--- config.mk ---
export PLATFORM = sky130hd
export DESIGN_NAME = uart_cmd_parser
export DESIGN_NICKNAME = d
export VERILOG_FILES = /design/src/rtl/uart_cmd_pkg.sv /design/src/rtl/uart_cmd_tx_seq.sv /design/src/rtl/uart_cmd_parser.sv
export SDC_FILE = /design/constraint.sdc
export NUM_CORES = 1
export LEC_CHECK = 0
export CORE_MARGIN = 3
export CORE_UTILIZATION = 50
export CTS_CLUSTER_SIZE = 30
export DETAILED_ROUTE_END_ITERATION = 10
export PLACE_DENSITY = 0.79
export REMOVE_ABC_BUFFERS = 1
export SYNTH_ARGS = -nofsm -noshare
export SYNTH_HDL_FRONTEND = slang
export SYNTH_HIERARCHICAL = 1
export SYNTH_SLANG_ARGS = --single-unit
--- constraint.sdc ---
create_clock -name input_clk -period 3 [get_ports input_clk]
set_clock_uncertainty 0.15 [all_clocks]
set_input_delay 0.45 -clock input_clk [delete_from_list [all_inputs] [get_ports input_clk]]
set_output_delay 0.45 -clock input_clk [all_outputs]
set_load 0.005 [all_outputs]
--- src/rtl/uart_cmd_pkg.sv ---
// uart_cmd_pkg: shared constants, FSM state type and frame helpers for the
// UART command parser (frame = SYNC, ADDR, DHI, DLO, CHK).
package uart_cmd_pkg;

  localparam int unsigned BYTE_W = 8;
  localparam int unsigned ADDR_W = 7;
  localparam int unsigned DATA_W = 16;

  localparam logic [BYTE_W-1:0] SYNC_BYTE = 8'hA5;
  localparam logic [BYTE_W-1:0] ACK_BYTE  = 8'h06;
  localparam logic [BYTE_W-1:0] NAK_BYTE  = 8'h15;

  typedef enum logic [2:0] {
    IDLE,
    GET_ADDR,
    GET_DHI,
    GET_DLO,
    GET_CHK,
    RESP_ISSUE,
    RESP_HOLD
  } state_e;

  // Frame checksum: XOR of the three payload bytes.
  function automatic logic [BYTE_W-1:0] frame_chk(input logic [BYTE_W-1:0] addr,
                                                  input logic [BYTE_W-1:0] dhi,
                                                  input logic [BYTE_W-1:0] dlo);
    return addr ^ dhi ^ dlo;
  endfunction

endpackage

--- src/rtl/uart_cmd_tx_seq.sv ---
// uart_cmd_tx_seq: transmit handshake for one response byte at a time.
// Ports:
//   input_clk, reset   clock, async active-low reset
//   byte_valid         response byte is waiting to be issued (RESP_ISSUE)
//   byte_data          the response byte
//   byte_ready_c       byte accepted this cycle (comb), tx_en follows next cycle
//   hold_active        parser is waiting for the transmitter to pick up (RESP_HOLD)
//   hold_done_c        hold phase ends this cycle (comb)
//   tx_busy            transmitter busy
//   tx_en, tx_data     registered one-cycle transmit request and its byte
module uart_cmd_tx_seq
  import uart_cmd_pkg::*;
#(
  parameter int unsigned TX_GUARD = 16
) (
  input  logic              input_clk,
  input  logic              reset,
  input  logic              byte_valid,
  input  logic [BYTE_W-1:0] byte_data,
  output logic              byte_ready_c,
  input  logic              hold_active,
  output logic              hold_done_c,
  input  logic              tx_busy,
  output logic              tx_en,
  output logic [BYTE_W-1:0] tx_data
);

  localparam int unsigned GUARD_W = $clog2(TX_GUARD + 1);

  logic [GUARD_W-1:0] guard_cnt_q;

  // Issue only into an idle transmitter; hold ends when it goes busy or the guard expires.
  assign byte_ready_c = byte_valid && !tx_busy;
  assign hold_done_c  = hold_active && (tx_busy || (guard_cnt_q == GUARD_W'(TX_GUARD - 1)));

  // Request register and guard counter
  always_ff @(posedge input_clk or negedge reset) begin
    if (!reset) begin
      tx_en       <= 1'b0;
      tx_data     <= '0;
      guard_cnt_q <= '0;
    end else begin
      tx_en <= byte_ready_c;
      if (byte_ready_c) begin
        tx_data <= byte_data;
      end
      if (hold_active && !hold_done_c) begin
        guard_cnt_q <= guard_cnt_q + GUARD_W'(1);
      end else begin
        guard_cnt_q <= '0;
      end
    end
  end

endmodule

--- src/rtl/uart_cmd_parser.sv ---
// uart_cmd_parser: assembles 5-byte command frames (A5, ADDR, DHI, DLO, CHK)
// from the UART receiver, turns good frames into register writes and answers
// every completed frame with ACK (0x06) or NAK (0x15).
// Ports:
//   input_clk, reset        clock, async active-low reset
//   rx_data, rx_valid       received byte and its one-cycle strobe
//   tx_busy                 transmitter busy
//   tx_en, tx_data          one-cycle transmit request and byte
//   reg_wr_en               one-cycle register write strobe
//   reg_addr, reg_wdata     register address / write data (held between accesses)
//   frame_err               one-cycle pulse on checksum error, rejected read or timeout
// Build option UART_CMD_READBACK_EN adds reg_rdata / reg_rd_en and answers
// ADDR[7]=1 frames with ACK, rdata[15:8], rdata[7:0].
module uart_cmd_parser
  import uart_cmd_pkg::*;
#(
  parameter int unsigned TIMEOUT_CYCLES = 1000000,
  parameter int unsigned TX_GUARD       = 16
) (
  input  logic              input_clk,
  input  logic              reset,
  input  logic [BYTE_W-1:0] rx_data,
  input  logic              rx_valid,
  input  logic              tx_busy,
  output logic              tx_en,
  output logic [BYTE_W-1:0] tx_data,
  output logic              reg_wr_en,
  output logic [ADDR_W-1:0] reg_addr,
  output logic [DATA_W-1:0] reg_wdata,
  output logic              frame_err
`ifdef UART_CMD_READBACK_EN
  ,
  input  logic [DATA_W-1:0] reg_rdata,
  output logic              reg_rd_en
`endif
);

  localparam int unsigned TO_W = $clog2(TIMEOUT_CYCLES + 1);

  state_e            state_q;
  state_e            state_d;
  logic [BYTE_W-1:0] addr_q;
  logic [BYTE_W-1:0] dhi_q;
  logic [BYTE_W-1:0] dlo_q;
  logic [TO_W-1:0]   to_cnt_q;
  logic [1:0]        resp_idx_q;
  logic              nak_q;
  logic              rd_resp_q;
  logic [DATA_W-1:0] resp_rdata;

  logic              in_get_c;
  logic              timeout_c;
  logic              chk_ok_c;
  logic              frame_done_c;
  logic              read_c;
  logic              accept_c;
  logic              resp_last_c;
  logic              wr_en_d;
  logic              rd_en_d;
  logic              err_d;
  logic [BYTE_W-1:0] resp_byte_c;
  logic              issue_c;
  logic              hold_c;
  logic              byte_ready_c;
  logic              hold_done_c;

  assign in_get_c  = (state_q == GET_ADDR) || (state_q == GET_DHI) ||
                     (state_q == GET_DLO)  || (state_q == GET_CHK);
  // Expiry beats a byte strobe arriving in the same cycle.
  assign timeout_c = in_get_c && (to_cnt_q == TO_W'(TIMEOUT_CYCLES - 1));
  assign issue_c   = (state_q == RESP_ISSUE);
  assign hold_c    = (state_q == RESP_HOLD);

  // State register
  always_ff @(posedge input_clk or negedge reset) begin
    if (!reset) begin
      state_q <= IDLE;
    end else begin
      state_q <= state_d;
    end
  end

  // Next-state logic
  always_comb begin
    state_d = state_q;
    unique case (state_q)
      IDLE: begin
        if (rx_valid && (rx_data == SYNC_BYTE)) state_d = GET_ADDR;
      end
      GET_ADDR: begin
        if (timeout_c)     state_d = IDLE;
        else if (rx_valid) state_d = GET_DHI;
      end
      GET_DHI: begin
        if (timeout_c)     state_d = IDLE;
        else if (rx_valid) state_d = GET_DLO;
      end
      GET_DLO: begin
        if (timeout_c)     state_d = IDLE;
        else if (rx_valid) state_d = GET_CHK;
      end
      GET_CHK: begin
        if (timeout_c)     state_d = IDLE;
        else if (rx_valid) state_d = RESP_ISSUE;
      end
      RESP_ISSUE: begin
        if (byte_ready_c) state_d = RESP_HOLD;
      end
      RESP_HOLD: begin
        if (hold_done_c) state_d = resp_last_c ? IDLE : RESP_ISSUE;
      end
      default: state_d = IDLE;
    endcase
  end

  // Output / datapath decode
  always_comb begin
    chk_ok_c     = (rx_data == frame_chk(addr_q, dhi_q, dlo_q));
    frame_done_c = (state_q == GET_CHK) && rx_valid && !timeout_c;
    read_c       = addr_q[BYTE_W-1];
`ifdef UART_CMD_READBACK_EN
    accept_c     = chk_ok_c;
`else
    accept_c     = chk_ok_c && !read_c;
`endif
    wr_en_d      = frame_done_c && accept_c && !read_c;
    rd_en_d      = frame_done_c && accept_c && read_c;
    err_d        = timeout_c || (frame_done_c && !accept_c);
    resp_last_c  = rd_resp_q ? (resp_idx_q == 2'd2) : 1'b1;
    case (resp_idx_q)
      2'd0:    resp_byte_c = nak_q ? NAK_BYTE : ACK_BYTE;
      2'd1:    resp_byte_c = resp_rdata[DATA_W-1:BYTE_W];
      default: resp_byte_c = resp_rdata[BYTE_W-1:0];
    endcase
  end

  // Frame capture, timeout counter, register-port and response bookkeeping
  always_ff @(posedge input_clk or negedge reset) begin
    if (!reset) begin
      addr_q     <= '0;
      dhi_q      <= '0;
      dlo_q      <= '0;
      to_cnt_q   <= '0;
      resp_idx_q <= '0;
      nak_q      <= 1'b0;
      rd_resp_q  <= 1'b0;
      reg_wr_en  <= 1'b0;
      reg_addr   <= '0;
      reg_wdata  <= '0;
      frame_err  <= 1'b0;
    end else begin
      reg_wr_en <= wr_en_d;
      frame_err <= err_d;

      if (!in_get_c || rx_valid || timeout_c) begin
        to_cnt_q <= '0;
      end else begin
        to_cnt_q <= to_cnt_q + TO_W'(1);
      end

      if (rx_valid && !timeout_c) begin
        case (state_q)
          GET_ADDR: addr_q <= rx_data;
          GET_DHI:  dhi_q  <= rx_data;
          GET_DLO:  dlo_q  <= rx_data;
          default:  ;
        endcase
      end

      if (wr_en_d || rd_en_d) begin
        reg_addr <= addr_q[ADDR_W-1:0];
      end
      if (wr_en_d) begin
        reg_wdata <= {dhi_q, dlo_q};
      end

      if (frame_done_c) begin
        nak_q      <= !accept_c;
        rd_resp_q  <= rd_en_d;
        resp_idx_q <= '0;
      end else if (hold_done_c && !resp_last_c) begin
        resp_idx_q <= resp_idx_q + 2'd1;
      end
    end
  end

`ifdef UART_CMD_READBACK_EN
  logic              rd_sample_q;
  logic [DATA_W-1:0] rdata_q;

  // Read strobe, then capture read data on the cycle after it.
  always_ff @(posedge input_clk or negedge reset) begin
    if (!reset) begin
      reg_rd_en   <= 1'b0;
      rd_sample_q <= 1'b0;
      rdata_q     <= '0;
    end else begin
      reg_rd_en   <= rd_en_d;
      rd_sample_q <= reg_rd_en;
      if (rd_sample_q) begin
        rdata_q <= reg_rdata;
      end
    end
  end

  assign resp_rdata = rdata_q;
`else
  assign resp_rdata = '0;
`endif

  uart_cmd_tx_seq #(
    .TX_GUARD(TX_GUARD)
  ) u_tx_seq (
    .input_clk   (input_clk),
    .reset       (reset),
    .byte_valid  (issue_c),
    .byte_data   (resp_byte_c),
    .byte_ready_c(byte_ready_c),
    .hold_active (hold_c),
    .hold_done_c (hold_done_c),
    .tx_busy     (tx_busy),
    .tx_en       (tx_en),
    .tx_data     (tx_data)
  );

endmodule

# == After elaboration in Yosys (flattened, before gate mapping) ==
# Cells that the tools add are included.
# totals
regBits,90
input_bits,12
out_inout_bits,34
# classes
addsub,3
n_eq_ne,18
mux,20
bitwise_logic,2
reduce_logical,36
# op_table
op,n
two-way mux 3 bit,12
one-hot mux 3 bit (7 select lines),1
"adder 20 x 1 -> 20 bit, second input constant",1
"equality test 20 bit, second input constant",1
two-way mux 20 bit,1
bitwise XOR 8 bit,2
two-way mux 5 bit,3
logical AND 1 bit,14
"inequality test 3 bit, second input constant",4
"equality test 3 bit, second input constant",3
equality test 8 bit,1
"equality test 8 bit, second input constant",1
logical OR 1 bit,8
zero test 1 bit,7
AND reduction 7 bit,1
"equality test 3 x 2 -> 1 bit, second input constant",2
"inequality test 2 bit, second input constant",3
AND reduction 2 bit,3
"adder 5 x 1 -> 5 bit, second input constant",1
"equality test 5 x 4 -> 1 bit, second input constant",1
two-way mux 2 bit,2
"equality test 3 x 1 -> 1 bit, second input constant",1
zero test 3 bit,1
"adder 2 x 1 -> 2 bit, second input constant",1
other kinds (4),4

# == Longest topological paths before layout ==
# Gate-level depths: netlist of the first run.
# logic_depth
word_depth,10
ltp_mapped,11

# == By module ==
# The synthesis of the first run kept the hierarchy.
# by_module_without_submodules
module,n_inst,cells_each,area_per_inst_um2,seq_area_each_um2
uart_cmd_parser,1,293,3652.3,1901.8
uart_cmd_tx_seq,1,40,603.1,350.3

# == Least setup slack after synthesis of the first run ==
# OpenSTA, ideal clock, no wires.
# synth_timing
path_type,in2reg
from,input state_q[2]
to,register dlo_q[0]
setup_time_ps,125
arrival_time_ps,2228
t_required_ps,2725
setup_slack_ps,497
stages,10
path_buffers,1
path_cell_list,dfrtp_1 clkinv_1 nor3_1 nor2b_1 inv_1 a2bb2oi_1 o22ai_1 and4b_1 buf_6 mux2_4
# synth_via
elab_chain_cells,8
elab_cells_between_ends,11
cone_classes,4 x eq/ne; 7 x reduce/logical
# synth_lines
item,line_no,source
"start, declared",uart_cmd_parser.sv:40,state_e state_q;
equality test 3 x 1 -> 1 bit / equality test 3 x 2 -> 1 bit (equally long branches),uart_cmd_parser.sv:67,assign in_get_c = (state_q == GET_ADDR) || (state_q == GET_DHI) ||
logical OR 1 bit (2 in series),uart_cmd_parser.sv:67,
logical OR 1 bit,uart_cmd_parser.sv:68,(state_q == GET_DLO) || (state_q == GET_CHK);
logical AND 1 bit,uart_cmd_parser.sv:70,assign timeout_c = in_get_c && (to_cnt_q == TO_W'(TIMEOUT_CYCLES - 1));
zero test 1 bit,uart_cmd_parser.sv:161,if (rx_valid && !timeout_c) begin
logical AND 1 bit,uart_cmd_parser.sv:161,
AND reduction 2 bit (no line) (*),n/a,
"end signal, assigned",uart_cmd_parser.sv:165,GET_DLO: dlo_q <= rx_data;
"end, declared",uart_cmd_parser.sv:44,logic [BYTE_W-1:0] dlo_q;
# Mark *: on every way between the ends. The rest lies on a longest branch, timed or not.
# A chain may end at the register's enable or synchronous reset.

==> results.json, run 1 <==
{
  "ir_worst_vdd_mv": 0.487,
  "final_common_cell": "dfrtp_1",
  "max_freq_mhz": 356,
  "clk_path_buf_depth": 2,
  "min_path_type": "reg2reg",
  "synth.top_cell.area_share": 0.529,
  "grt_max_degree": 56,
  "final-setup-viol-count": 0,
  "fp.dieW_um": 98.3,
  "area_delta_synth_final_pct": 18.9,
  "period_share": 0.936,
  "cts_made_buffers": 9,
  "cp_common_cell": "ha_1",
  "r2r_start": "u_tx_seq/guard_cnt_q[0]",
  "drtAntennaViolNets": 0,
  "gr-total-overflow": 0,
  "ys_seq_area_frac": 0.529,
  "drt_iter0_markers": 170,
  "portBuffers": 45,
  "row_count": 33,
  "crit_fanout": 9,
  "dp_cells": 488,
  "vias": 2686,
  "period_needed_ns": 2.81,
  "via_per_inst": 5.32,
  "synth_edf_count": 0,
  "yosysWarnings": 6,
  "power.share.clock": 0.210,
  "critPathArrivalTime_ns": 2.90,
  "required_ns": 3.10,
  "critPathBufInv": 2,
  "stdcell_count": 505,
  "clock_latency_ns": 0.36,
  "ys_async_sr_fraction": 1.00,
  "crit_slowest_cell": "dfrtp_1",
  "ys.flop_type": "dfrtp_1",
  "hold_viol_final": 0,
  "comb_power_share": 0.336,
  "grt_usage": 0.169,
  "slew_headroom": 0.549,
  "crit_type": "reg2reg",
  "pin_count": 46,
  "syn_avg_cell_area_um2": 12.8,
  "drive_gt1_frac": 0.238,
  "path_cells": "ha_1 -> and3_1 -> ha_1 -> nor2_1 -> nor2b_1 -> inv_1 -> a2bb2oi_1 -> o22ai_1 -> and4b_1 -> buf_4 -> mux2_4",
  "antenna_found_initial": 0,
  "synthDistinctLibCells": 51,
  "power.leakage_nw": 2.27,
  "initial_core_util": 0.515,
  "critPathMaxStageDelay_ns": 0.41,
  "finalPower_w": 0.00387,
  "worstHoldStart": "u_tx_seq/guard_cnt_q[0]",
  "nets": 412,
  "mappedNetlistArea_mm2": 0.00426,
  "critPathCaptureType": "flop",
  "ys_top_cells_by_area": "dfrtp_1 (53%), mux2_2 (10%), mux2_4 (6.0%)",
  "final_cell_mix": "dfrtp_1 (90), clkdlybuf4s50_1 (44), mux2_2 (39)",
  "outcome": "finished clean",
  "yosys.area.top_type": "dfrtp_1",
  "internal_power_w": 0.00264,
  "pre_cts_slack_ns": 0.107,
  "cp-start-kind": "flop",
  "dieArea_mm2": 0.00965,
  "fin_ws_ns": 0.193,
  "hold_ws_ns": 0.342,
  "synth_cells": 333,
  "switching_power_w": 0.00122,
  "clkTransAtPathRegs_ns": 0.08,
  "p_sw_frac": 0.317,
  "max_slew.worst_pin.slew_ns": 0.677,
  "max-cap-violations": 0,
  "routedWlPerCell_um": 15.3,
  "drv_slew": 0,
  "drc": 0,
  "antenna_cells": 0,
  "dr.pass1.iters": 4,
  "dieHeight_um": 98.3,
  "critical_path.top_delay_family": "simple AND/OR/NAND/NOR gates",
  "grt_pass1_wl_um": 13200,
  "tns_ns": 0,
  "core_area_mm2": 0.00826,
  "gp_congestion": 0.894,
  "ys_ff_latch": 90,
  "wirelength_um": 7740,
  "first_global_vias": 2785,
  "seqPwrFrac": 0.454,
  "rsz0062_at_grt": "false",
  "p_per_area_mw_per_mm2": 765,
  "cts_resized": 0,
  "cts.sink_count": 90,
  "crit_path_start": "u_tx_seq/guard_cnt_q[0]",
  "cts_tree": "done",
  "clockRootBuffer": "clkbuf_8",
  "htree_levels": 3,
  "dp_hpwl_um": 5480
}
[cell usage after synthesis (2+ instances only)]
library cell	instances
clkbuf_1	2
nand4_1	5
mux2_2	39
buf_2	2
buf_6	5
inv_1	10
o21ai_0	4
nand2_1	8
o2111ai_4	2
a21oi_1	5
or4_4	2
nor4b_1	2
nor2_1	29
and2_1	3
mux2_4	17
dfrtp_1	90
nor4_1	2
nor2b_1	8
nor3_1	4
and3_1	8
nor4_2	2
ha_1	5
xor2_1	15
or3_1	3
xnor2_1	26
mux2i_1	2
nand3_1	9
[worst register-to-register path, delay by kind of cell, from the launching register on]
kind | cells | cell delay, ns
muxes | 1 | 0.31
adders and majority gates | 2 | 0.45
buffers and inverters | 2 | 0.24
and+or+nand+nor | 4 | 0.66
AOI/OAI and AO/OA | 2 | 0.47
DFF | 1 | 0.41
[logic make-up (layout without fill, tap and decap cells)]
logic type	Yosys count	after routing	share of synthesized area
and+or+nand+nor	97	97	0.134
DFF	90	90	0.529
muxes	58	58	0.168
xor gates and xnor gates	41	41	0.0844
AOI/OAI and AO/OA	21	21	0.0421
buffers and inverters	20	84	0.0271
adders and majority gates	5	5	0.0147
other	1	4	0.000881
[layer usage]
| metal | track usage | wire length, µm |
|---|---|---|
| met5 | 0 | 0 |
| met4 | 0.0704 | 153 |
| met3 | 0.0371 | 266 |
| met2 | 0.276 | 3820 |
| met1 | 0.220 | 3490 |
[power by group through the flow]
stage          logic, W  registers (W)  clock network [W]
2_1_floorplan  0.000935        0.00171                  0
4_1_cts         0.00132        0.00176           0.000837
5_1_grt         0.00143        0.00180           0.000884
6_report        0.00130        0.00175           0.000813
3_5_place_dp    0.00131        0.00178                  0
3_3_place_gp    0.00128        0.00176                  0
[metrics by stage]
stage / utilization / cell area (µm²)
finish: 0.613 / 5060
global placement: 0.588 / 4850
detailed placement: 0.588 / 4850
global route: 0.613 / 5060
floorplan: - / 4190
CTS: 0.613 / 5060
[state kept, by name, summed over array words and instances, names as in the netlist, 2 cells and up]
register / cells
resp_idx_q: 2
to_cnt_q: 20
u_tx_seq/guard_cnt_q: 5
reg_addr: 7
addr_q: 8
u_tx_seq/tx_data: 8
dlo_q: 8
state_q: 3
dhi_q: 8
reg_wdata: 16
[what timing repair did]
item,CTS,global route
endpoints found under the hold margin,41,0
buffers inserted,0,0
endpoints found under the setup margin,0,0
hold buffers,1,0
[area by class of cell]
cell class / count / area (µm²)
fill: 646 / 3200
sequential: 90 / 2250
multi-input combinational: 226 / 1900
timing repair buffer: 57 / 541
tap: 105 / 131
clock buffer: 10 / 128
clock inverter: 6 / 67.6
inverter: 11 / 41.3
[path summary, 6_finish.rpt]
| kind | to | cells past startpoint | slack, ns |
|---|---|---|---|
| worst max-delay path | dlo_q[6] | 11 | 0.19 |
| worst min register to register | u_tx_seq/guard_cnt_q[0] | 1 | 0.34 |
| max in group asynchronous | to_cnt_q[14] | 3 | 1.46 |
| min in group asynchronous | dhi_q[6] | 2 | 0.52 |
| worst max register to register | dlo_q[6] | 11 | 0.19 |
| worst min-delay path | u_tx_seq/guard_cnt_q[0] | 1 | 0.34 |
(Power assumes the default switching activity.)
==> run 2, diff against run 1 <==
- PLACE_DENSITY: 0.79 -> 0.82
- clock period: 3 -> 2.3 ns (I/O delays scaled with it)
==> run 2 against run 1 <==
Compared with the run above:
- the run now ends with setup timing left
- setup slack got worse by 0.30 ns
- combinational power rose by 59%
- cell count is 8.3% higher
- critical path depth unchanged
- count of clock-buffer cells in the layout is 1 higher
- power up 40%
- hold slack worse by 0.016 ns
- flip-flop and latch count is the same
- core utilization is 5.2 points higher
- sequential share of layout area is 3.5 points lower
- largest power group unchanged
==> results.json, run 2 (same netlist as run 1, synthesis figures left out) <==
{
  "internal_power_w": 0.00367,
  "dpl_cell_area_mm2": 0.00518,
  "grt_max_degree": 54,
  "drt_iter0_markers": 143,
  "grt_usage": 0.192,
  "r2r_start": "u_tx_seq/guard_cnt_q[1]",
  "period_needed_ns": 2.40,
  "clkTransAtPathRegs_ns": 0.10,
  "pin_count": 46,
  "dieArea_mm2": 0.00965,
  "hold_ws_ns": 0.326,
  "comb_power_share": 0.384,
  "stdcell_count": 547,
  "drtAntennaViolNets": 0,
  "final-setup-viol-count": 8,
  "dieHeight_um": 98.3,
  "outcome": "finished, violations left",
  "routedWlPerCell_um": 16.0,
  "htree_levels": 3,
  "rsz0062_at_grt": "true",
  "via_per_inst": 5.31,
  "core_area_mm2": 0.00826,
  "p_per_area_mw_per_mm2": 983,
  "max_freq_mhz": 416,
  "antenna_found_initial": 0,
  "first_global_vias": 3185,
  "critPathCaptureType": "flop",
  "clockRootBuffer": "clkbuf_8",
  "fill_cells": 635,
  "largest_register_ffs": 20,
  "portBuffers": 45,
  "gp_congestion": 0.876,
  "drv_slew": 0,
  "dr.pass1.iters": 4,
  "seqPwrFrac": 0.418,
  "top_register": "to_cnt_q",
  "final_cell_mix": "dfrtp_1 (90), buf_4 (48), clkdlybuf4s50_1 (44)",
  "drive_gt1_frac": 0.328,
  "row_count": 33,
  "reg2reg_slack_ns": -0.10,
  "top_regs": "to_cnt_q x20, reg_wdata x16",
  "crit_fanout": 5,
  "fin_ws_ns": -0.102,
  "reg2reg_to": "dlo_q[0]",
  "max-cap-violations": 0,
  "dp_cells": 526,
  "crit_type": "reg2reg",
  "antenna_cells": 0,
  "max_slew.worst_pin.slew_ns": 0.602,
  "power.leakage_nw": 2.52,
  "wirelength_um": 8760,
  "worstSetupEndpoint": "dlo_q[0]",
  "cts_tree": "done",
  "dp_hpwl_um": 6280,
  "required_ns": 2.38,
  "gr-total-overflow": 0,
  "power.share.clock": 0.198,
  "nets": 454,
  "fp.dieW_um": 98.3,
  "final_common_cell": "dfrtp_1",
  "hold_viol_final": 0,
  "cts.sink_count": 90,
  "clock_latency_ns": 0.36,
  "slew_headroom": 0.596,
  "grt_pass1_wl_um": 15000,
  "min_path_type": "in2async",
  "p_sw_frac": 0.321,
  "drc": 0,
  "reg2reg_depth": 11,
  "area_delta_synth_final_pct": 29.0,
  "critPathArrivalTime_ns": 2.48,
  "clk_path_buf_depth": 2,
  "finalPower_w": 0.00540,
  "initial_core_util": 0.515,
  "crit_path_start": "u_tx_seq/guard_cnt_q[1]",
  "violations": "setup timing",
  "cp-start-kind": "flop",
  "ir_worst_vdd_mv": 0.635,
  "period_share": 1.04,
  "cts_made_buffers": 9,
  "fin_area_mm2": 0.00549,
  "pre_cts_slack_ns": -0.281,
  "switching_power_w": 0.00173,
  "vias": 2902
}
-- run 2: cell count changes in the layout (fill, tap and decap cells not counted), moves of 2 or more --
cell / change
ha_1: -2
buf_6: +3
buf_4: +36
mux2_4: +2
mux2_2: -2
buf_12: +3
-- run 2: worst max-delay path, stage by stage, from the launching register on --
cell,delay [ns]
dfrtp_1,0.38
ha_2,0.19
and3_4,0.19
ha_4,0.14
nor2_2,0.05
nor2b_2,0.13
inv_1,0.07
a2bb2oi_2,0.16
o22ai_2,0.08
and4b_2,0.32
buf_6,0.13
mux2_4,0.30
-- run 2: final cells by class --
class                   count  area [µm²]  share of cell area
clock buffers              11         131              0.0239
clock inverters             5        62.6              0.0114
flip-flops and latches     90        2250               0.410
repair buffers             99         905               0.165
inverters                  11        41.3             0.00752
multi-input cells         226        1970               0.358
well taps                 105         131              0.0239
-- run 2: how the worst min path moves through the flow --
stage,from,endpoint,depth (start not counted)
after floorplan,reset,addr_q[0],0
after global placement,reset,reg_wdata[10],1
after detailed placement,reset,reg_addr[2],1
after CTS,reset,reg_wdata[10],2
after global routing,reset,reg_wdata[10],2
final,reset,reg_wdata[10],2
-- run 2: repair_timing --
item,4_1_cts,5_1_grt
hold endpoints to repair,37,0
gates resized for setup,11,7
setup endpoints to repair,44,29
pin swaps,6,9
setup buffers,3,2
hold buffers,1,0
-- run 2: power groups by stage --
stage / combinational, W / clock, W / sequential, W
2_1_floorplan: 0.00122 / 0 / 0.00224
3_3_place_gp: 0.00191 / 0 / 0.00226
3_5_place_dp: 0.00199 / 0 / 0.00228
4_1_cts: 0.00204 / 0.00110 / 0.00226
5_1_grt: 0.00224 / 0.00116 / 0.00231
6_report: 0.00207 / 0.00107 / 0.00226
-- run 2: metrics by stage --
stage	setup TNS, ns	util
3_5_place_dp	-8.72	0.627
6_report	-0.720	0.665
5_1_grt	-1.32	0.665
3_3_place_gp	-6.00	0.627
2_1_floorplan	-7.17	-
4_1_cts	-0.612	0.660
-- run 2: metal layers --
metal  vias to the layer above  track usage  share of wire  routed length (µm)
met5                         -            0              0                   0
met4                         0       0.0956          0.031                 270
met3                        23       0.0336          0.031                 270
met2                        73        0.325           0.51                4470
met1                      1442        0.237           0.43                3750
li1                       1364            -              -                   -
